$ cat src/rtl/inst_sequencer.sv
// Attention-pass instruction sequencer: walks K load, QK exec, norm, V load, MAC2, store and readout phases.
// Registered outputs, one word per cycle from the cycle after the start edge; no backpressure, start ignored while busy.
module inst_sequencer #(
  parameter int col         = 8,
  parameter int total_cycle = 8,
  parameter int gap_cyc     = 10
) (
  input  logic        clk,
  input  logic        reset,
  input  logic        start,
  output logic [31:0] inst,
  output logic        busy,
  output logic        done,
  output logic [3:0]  phase
);

  typedef enum logic [3:0] {
    IDLE    = 4'd0,
    KLOAD   = 4'd1,
    GAP1    = 4'd2,
    EXEC    = 4'd3,
    GAP2    = 4'd4,
    NORM    = 4'd5,
    VLOAD   = 4'd6,
    GAP3    = 4'd7,
    MAC2    = 4'd8,
    GAP4    = 4'd9,
    STORE   = 4'd10,
    READOUT = 4'd11,
    DONE    = 4'd12
  } state_t;

  // Final in-state count for each phase.
  localparam logic [15:0] L_LOAD  = 16'(col + 2);
  localparam logic [15:0] LOAD_HI = 16'(col + 1);
  localparam logic [15:0] L_GAP   = 16'(gap_cyc - 1);
  localparam logic [15:0] L_TC    = 16'(total_cycle - 1);
  localparam logic [15:0] L_NORM  = 16'(4 * total_cycle - 1);
  localparam logic [15:0] L_STORE = 16'(2 * total_cycle - 1);
  localparam logic [15:0] L_READ  = 16'(total_cycle);

  state_t      r_state;
  logic [15:0] r_cnt;
  logic [31:0] r_inst;
  logic        r_busy;
  logic        r_done;

  state_t      w_nxt_state;
  logic [15:0] w_nxt_cnt;
  logic [15:0] w_last;

  function automatic logic [31:0] word_of(input state_t s, input logic [15:0] c);
    logic [31:0] w;
    logic [15:0] i;
    w = '0;
    i = '0;
    case (s)
      KLOAD, VLOAD: begin
        if (s == KLOAD) w[6] = 1'b1;
        else            w[27] = 1'b1;
        if (c >= 16'd1 && c <= LOAD_HI) begin
          if (s == KLOAD) w[3] = 1'b1;
          else            w[22] = 1'b1;
        end
        // Address lags the read by one so the array sees row c-1 on load.
        if (c >= 16'd2 && c <= LOAD_HI) w[15:12] = c[3:0] - 4'd1;
      end
      EXEC: begin
        w[7]     = 1'b1;
        w[5]     = 1'b1;
        w[15:12] = c[3:0];
      end
      NORM: begin
        i        = c >> 2;
        w[11:8]  = i[3:0];
        case (c[1:0])
          2'd0:    w[16] = (i != 16'd0);
          2'd1:    w[18] = 1'b1;
          2'd2:    begin w[19] = 1'b1; w[20] = 1'b1; end
          default: w[0] = 1'b1;
        endcase
      end
      MAC2: begin
        w[28]   = 1'b1;
        w[1]    = 1'b1;
        w[11:8] = c[3:0];
      end
      STORE: begin
        i       = c >> 1;
        w[11:8] = i[3:0];
        if (!c[0]) w[29] = (i != 16'd0);
        else       w[30] = 1'b1;
      end
      READOUT: begin
        w[31]   = 1'b1;
        w[11:8] = c[3:0];
      end
      default: w = '0;
    endcase
    return w;
  endfunction

  always_comb begin
    w_last = '0;
    case (r_state)
      KLOAD, VLOAD:            w_last = L_LOAD;
      GAP1, GAP2, GAP3, GAP4:  w_last = L_GAP;
      EXEC, MAC2:              w_last = L_TC;
      NORM:                    w_last = L_NORM;
      STORE:                   w_last = L_STORE;
      READOUT:                 w_last = L_READ;
      default:                 w_last = '0;
    endcase
  end

  always_comb begin
    w_nxt_state = r_state;
    w_nxt_cnt   = r_cnt + 16'd1;
    if (r_state == IDLE) begin
      w_nxt_cnt = '0;
      if (start) w_nxt_state = KLOAD;
    end else if (r_cnt == w_last) begin
      w_nxt_cnt   = '0;
      w_nxt_state = (r_state == DONE) ? IDLE : state_t'(r_state + 4'd1);
    end
  end

  // Outputs are computed from the next state so they line up with r_state.
  always_ff @(posedge clk) begin
    if (!reset) begin
      r_state <= IDLE;
      r_cnt   <= '0;
      r_inst  <= '0;
      r_busy  <= 1'b0;
      r_done  <= 1'b0;
    end else begin
      r_state <= w_nxt_state;
      r_cnt   <= w_nxt_cnt;
      r_inst  <= word_of(w_nxt_state, w_nxt_cnt);
      r_busy  <= (w_nxt_state != IDLE) && (w_nxt_state != DONE);
      r_done  <= (w_nxt_state == DONE);
    end
  end

  assign inst  = r_inst;
  assign busy  = r_busy;
  assign done  = r_done;
  assign phase = r_state;

endmodule

$ cat config.mk
export PLATFORM = sky130hd
export DESIGN_NAME = inst_sequencer
export DESIGN_NICKNAME = d
export VERILOG_FILES = /design/src/rtl/inst_sequencer.sv
export SDC_FILE = /design/constraint.sdc
export NUM_CORES = 1
export LEC_CHECK = 0
export ABC_CLOCK_PERIOD_IN_PS = 3100
export CORE_MARGIN = 3
export CORE_UTILIZATION = 40
export CTS_CLUSTER_DIAMETER = 30
export DETAILED_ROUTE_END_ITERATION = 7
export GPL_TIMING_DRIVEN = 0
export PLACE_DENSITY = 0.62
export SYNTH_ARGS = -nofsm -noshare
export SYNTH_HDL_FRONTEND = slang
export SYNTH_SLANG_ARGS = --single-unit
$ cat constraint.sdc
create_clock -name clk -period 3.1 [get_ports clk]
set_input_delay 0.62 -clock clk [delete_from_list [all_inputs] [get_ports clk]]
set_output_delay 0.62 -clock clk [all_outputs]
set_load 0.02 [all_outputs]
==> results_dict.tcl <==
set metrics [dict create \
    run_status "finished clean" \
    worstSkewPairLatency_ns 0.30 \
    routedWlPerCell_microns 14.0 \
    slew_violations 0 \
    cell_taking_the_most_area_after_synthesis "dfxtp_1" \
    floorplan.initialDensity 0.420 \
    leading_cell_types_in_the_layout_fill_and_taps_excluded "46 x dfxtp_1, 32 x clkdlybuf4s50_1, 31 x nor2_1, 25 x buf_4, 23 x nand2_1" \
    detailedRoute.firstIterationViolations 98 \
    port_buffers 32 \
    fmax_mhz 333 \
    slew_headroom 0.616 \
    design.final.nets 389 \
    antennaDiodeCount 0 \
    final_antenna_net_count 0 \
    footprint_of_the_multi_input_gates_sq_um 1710 \
    area_of_the_die_sq_um 7800 \
    final-hold-violation-count 0 \
    hold_path_startpoint "r_cnt[10]" \
    met2_wirelength_microns 3120 \
    fp.dieH_microns 88.3 \
    grt_usage 0.173 \
    max_slew.worst_pin.slew_ns 0.571 \
    clkTransAtPathRegs_ns 0.09 \
    htree_num_levels 2 \
    start_of_the_worst_register_to_register_path "r_cnt[13]" \
    design.portCount 41 \
    ys_top_cells_by_area "dfxtp_1 35%, ha_1 5.5%, nor2_1 4.7%, xnor2_1 4.2%, xor2_1 3.6%" \
    worst_path_max_fanout 6 \
    via_count_of_the_first_global_routing_pass 2248 \
    crit_path_start "r_cnt[13]" \
    worstHoldPathType "flop to flop" \
    leakage_uw 0.00130 \
    post_synth_instance_area_sq_um 2710 \
    numClockSinks 48 \
    finalSetupViolCount 0 \
    detail_placement_hpwl_microns 4570 \
    cts.hold.buffers_added 0 \
    ys_dominant_reg_cell "dfxtp_1" \
    n_fill_cell 629 \
    yosysWarnings 0 \
    vias 2348 \
    synth.avg_cell_area_sq_um 8.55 \
    crit_type "flop to flop" \
    core_region_area_sq_um 6460 \
    layout_worst_path_cycle_share 0.968 \
    final_layout_size_suffix_gt1_frac 0.205 \
    final_cell_area_sq_um 3480 \
    count_of_mapped_cells_out_of_synthesis 317 \
    ff_latch_area_sq_um 968 \
    detailed_place.area_sq_um 3160 \
    synth-seq-cells 48 \
    drt-total-wl_microns 6330 \
    grt_remaining_overflow 0 \
    drt-met1-wl_microns 2890 \
    ys_types 57 \
    worstPathRequired_ns 3.28 \
    hold_ws_ns 0.568 \
    drt_pass1_iterations 5 \
    grt_first_pass_wirelength_microns 10700 \
    drc 0 \
    met3_wirelength_microns 258 \
    root_buffer "clkbuf_8" \
    antenna_found_initial 0 \
    cp-end-kind "flop" \
    grt_setup_unrepaired "true" \
    async_flop_share 0 \
    timing.critical_path.arrival_ns 3.18 \
    finClkSkew_ns 0.00499 \
    place_congestion 0.855 \
    grt_max_degree 16 \
    cts-buffers-inserted 5 \
    finalCriticalPeriod_ns 3.00 \
    timing.max_cap.violations 0 \
    netlist.area_leader.share 0.355 \
    vias_per_cell 5.19 \
    startpoint_class_of_the_critical_path "flop" \
    cts-root-to-sink-buffers 2 \
    vdd.ir_drop.worst_uv 324 \
    num_rows 29 \
    tritoncts "yes" \
    highest_layer "met4" \
    most_common_cell_after_layout_fill_and_taps_aside "dfxtp_1" \
    die_w_microns 88.3 \
    syn_to_final_growth_pct 28.5 \
    power.density_nw_per_um2 524 \
    synth_edf_count 0 \
    synth_sequential_area_ratio 0.355 \
]
[kinds of logic after synthesis]
kind of cell             count (synthesis)  synth area share
flip-flops                              48             0.355
other                                    1           0.00138
XOR/XNOR                                24            0.0776
AO/OA/AOI/OAI                           50             0.146
multiplexers                             2           0.00739
AND/OR/NAND/NOR                        141             0.285
buffers and inverters                   39            0.0729
adder cells (fa/ha/maj)                 12            0.0554
[cell usage after synthesis (4+ instances only)]
cell type  number
a21oi_1         9
inv_1          11
nand3_1         9
o21ai_0         8
xnor2_1        13
o22ai_1         4
nand2_1        24
nor2_1         34
nor4_1          5
nor3_1         15
nor2b_1         4
buf_4          11
ha_1           12
and3_1          9
xor2_1         11
o31ai_1         5
clkbuf_1       12
dfxtp_1        48
and2_1         11
nand4_1         9
[cell type report]
class / count / share of cell area
Multi-Input combinational cell: 237 / 0.491
Sequential cell: 48 / 0.278
Timing Repair Buffer: 47 / 0.125
Buffer: 23 / 0.0374
Tap cell: 77 / 0.0277
Clock buffer: 6 / 0.0237
Inverter: 12 / 0.0129
Clock inverter: 2 / 0.00395
[per-layer routing]
metal	vias up	track usage
li1	1200	-
met1	1091	0.229
met2	51	0.283
met3	6	0.0335
met4	0	0.0549
met5	-	0
[worst max-delay path, stage by stage, from the launching register on]
cell and delay [ns]:
dfxtp_4 0.35, or3_4 0.40, or3_4 0.40, o31ai_4 0.34, nor2_4 0.08, buf_6 0.13, ha_4 0.16, nor2_4 0.08
o21ai_2 0.05, nor2_1 0.11, a31oi_1 0.06, o31ai_2 0.37, nor3_2 0.08, nand2_2 0.18, o311ai_2 0.10
[sequential cells by signal, summed over array words and instances, names as in the netlist]
| name | flops |
|---|---|
| busy | 1 |
| r_cnt | 16 |
| inst | 21 |
| w_last | 5 |
| phase | 4 |
| done | 1 |
[power breakdown]
part / switching, uW / leakage (uW) / internal [uW]
Sequential: 28.1 / 0.000390 / 652
Clock: 211 / 0.0000516 / 183
Combinational: 434 / 0.000862 / 318
Total: 673 / 0.00130 / 1150
[final timing paths]
kind / to / slack [ns] / depth (start not counted)
min reg2reg: r_cnt[10] / 0.57 / 2
max reg2reg: inst[14] / 0.1 / 14
max: inst[14] / 0.1 / 14
min: r_cnt[10] / 0.57 / 2
[timing repair]
action,CTS,global route
cloned,0,0
setup endpoints to repair,14,12
pin swaps,9,11
buffers inserted,13,2
gates resized for setup,19,12
[stage by stage]
step | util | setup TNS (ns) | total power, uW | std cells | worst slack, ns
after floorplan | - | 0 | 1130 | 324 | 0.00832
after global placement | 0.490 | -4.27 | 1280 | 433 | -0.618
after detailed placement | 0.490 | -4.39 | 1280 | 433 | -0.629
after CTS | 0.531 | 0 | 1800 | 453 | 0.00599
after global routing | 0.539 | -0.201 | 1950 | 452 | -0.0465
final | 0.539 | 0 | 1830 | 452 | 0.0987
No activity file was read; power rests on OpenSTA's default activity.
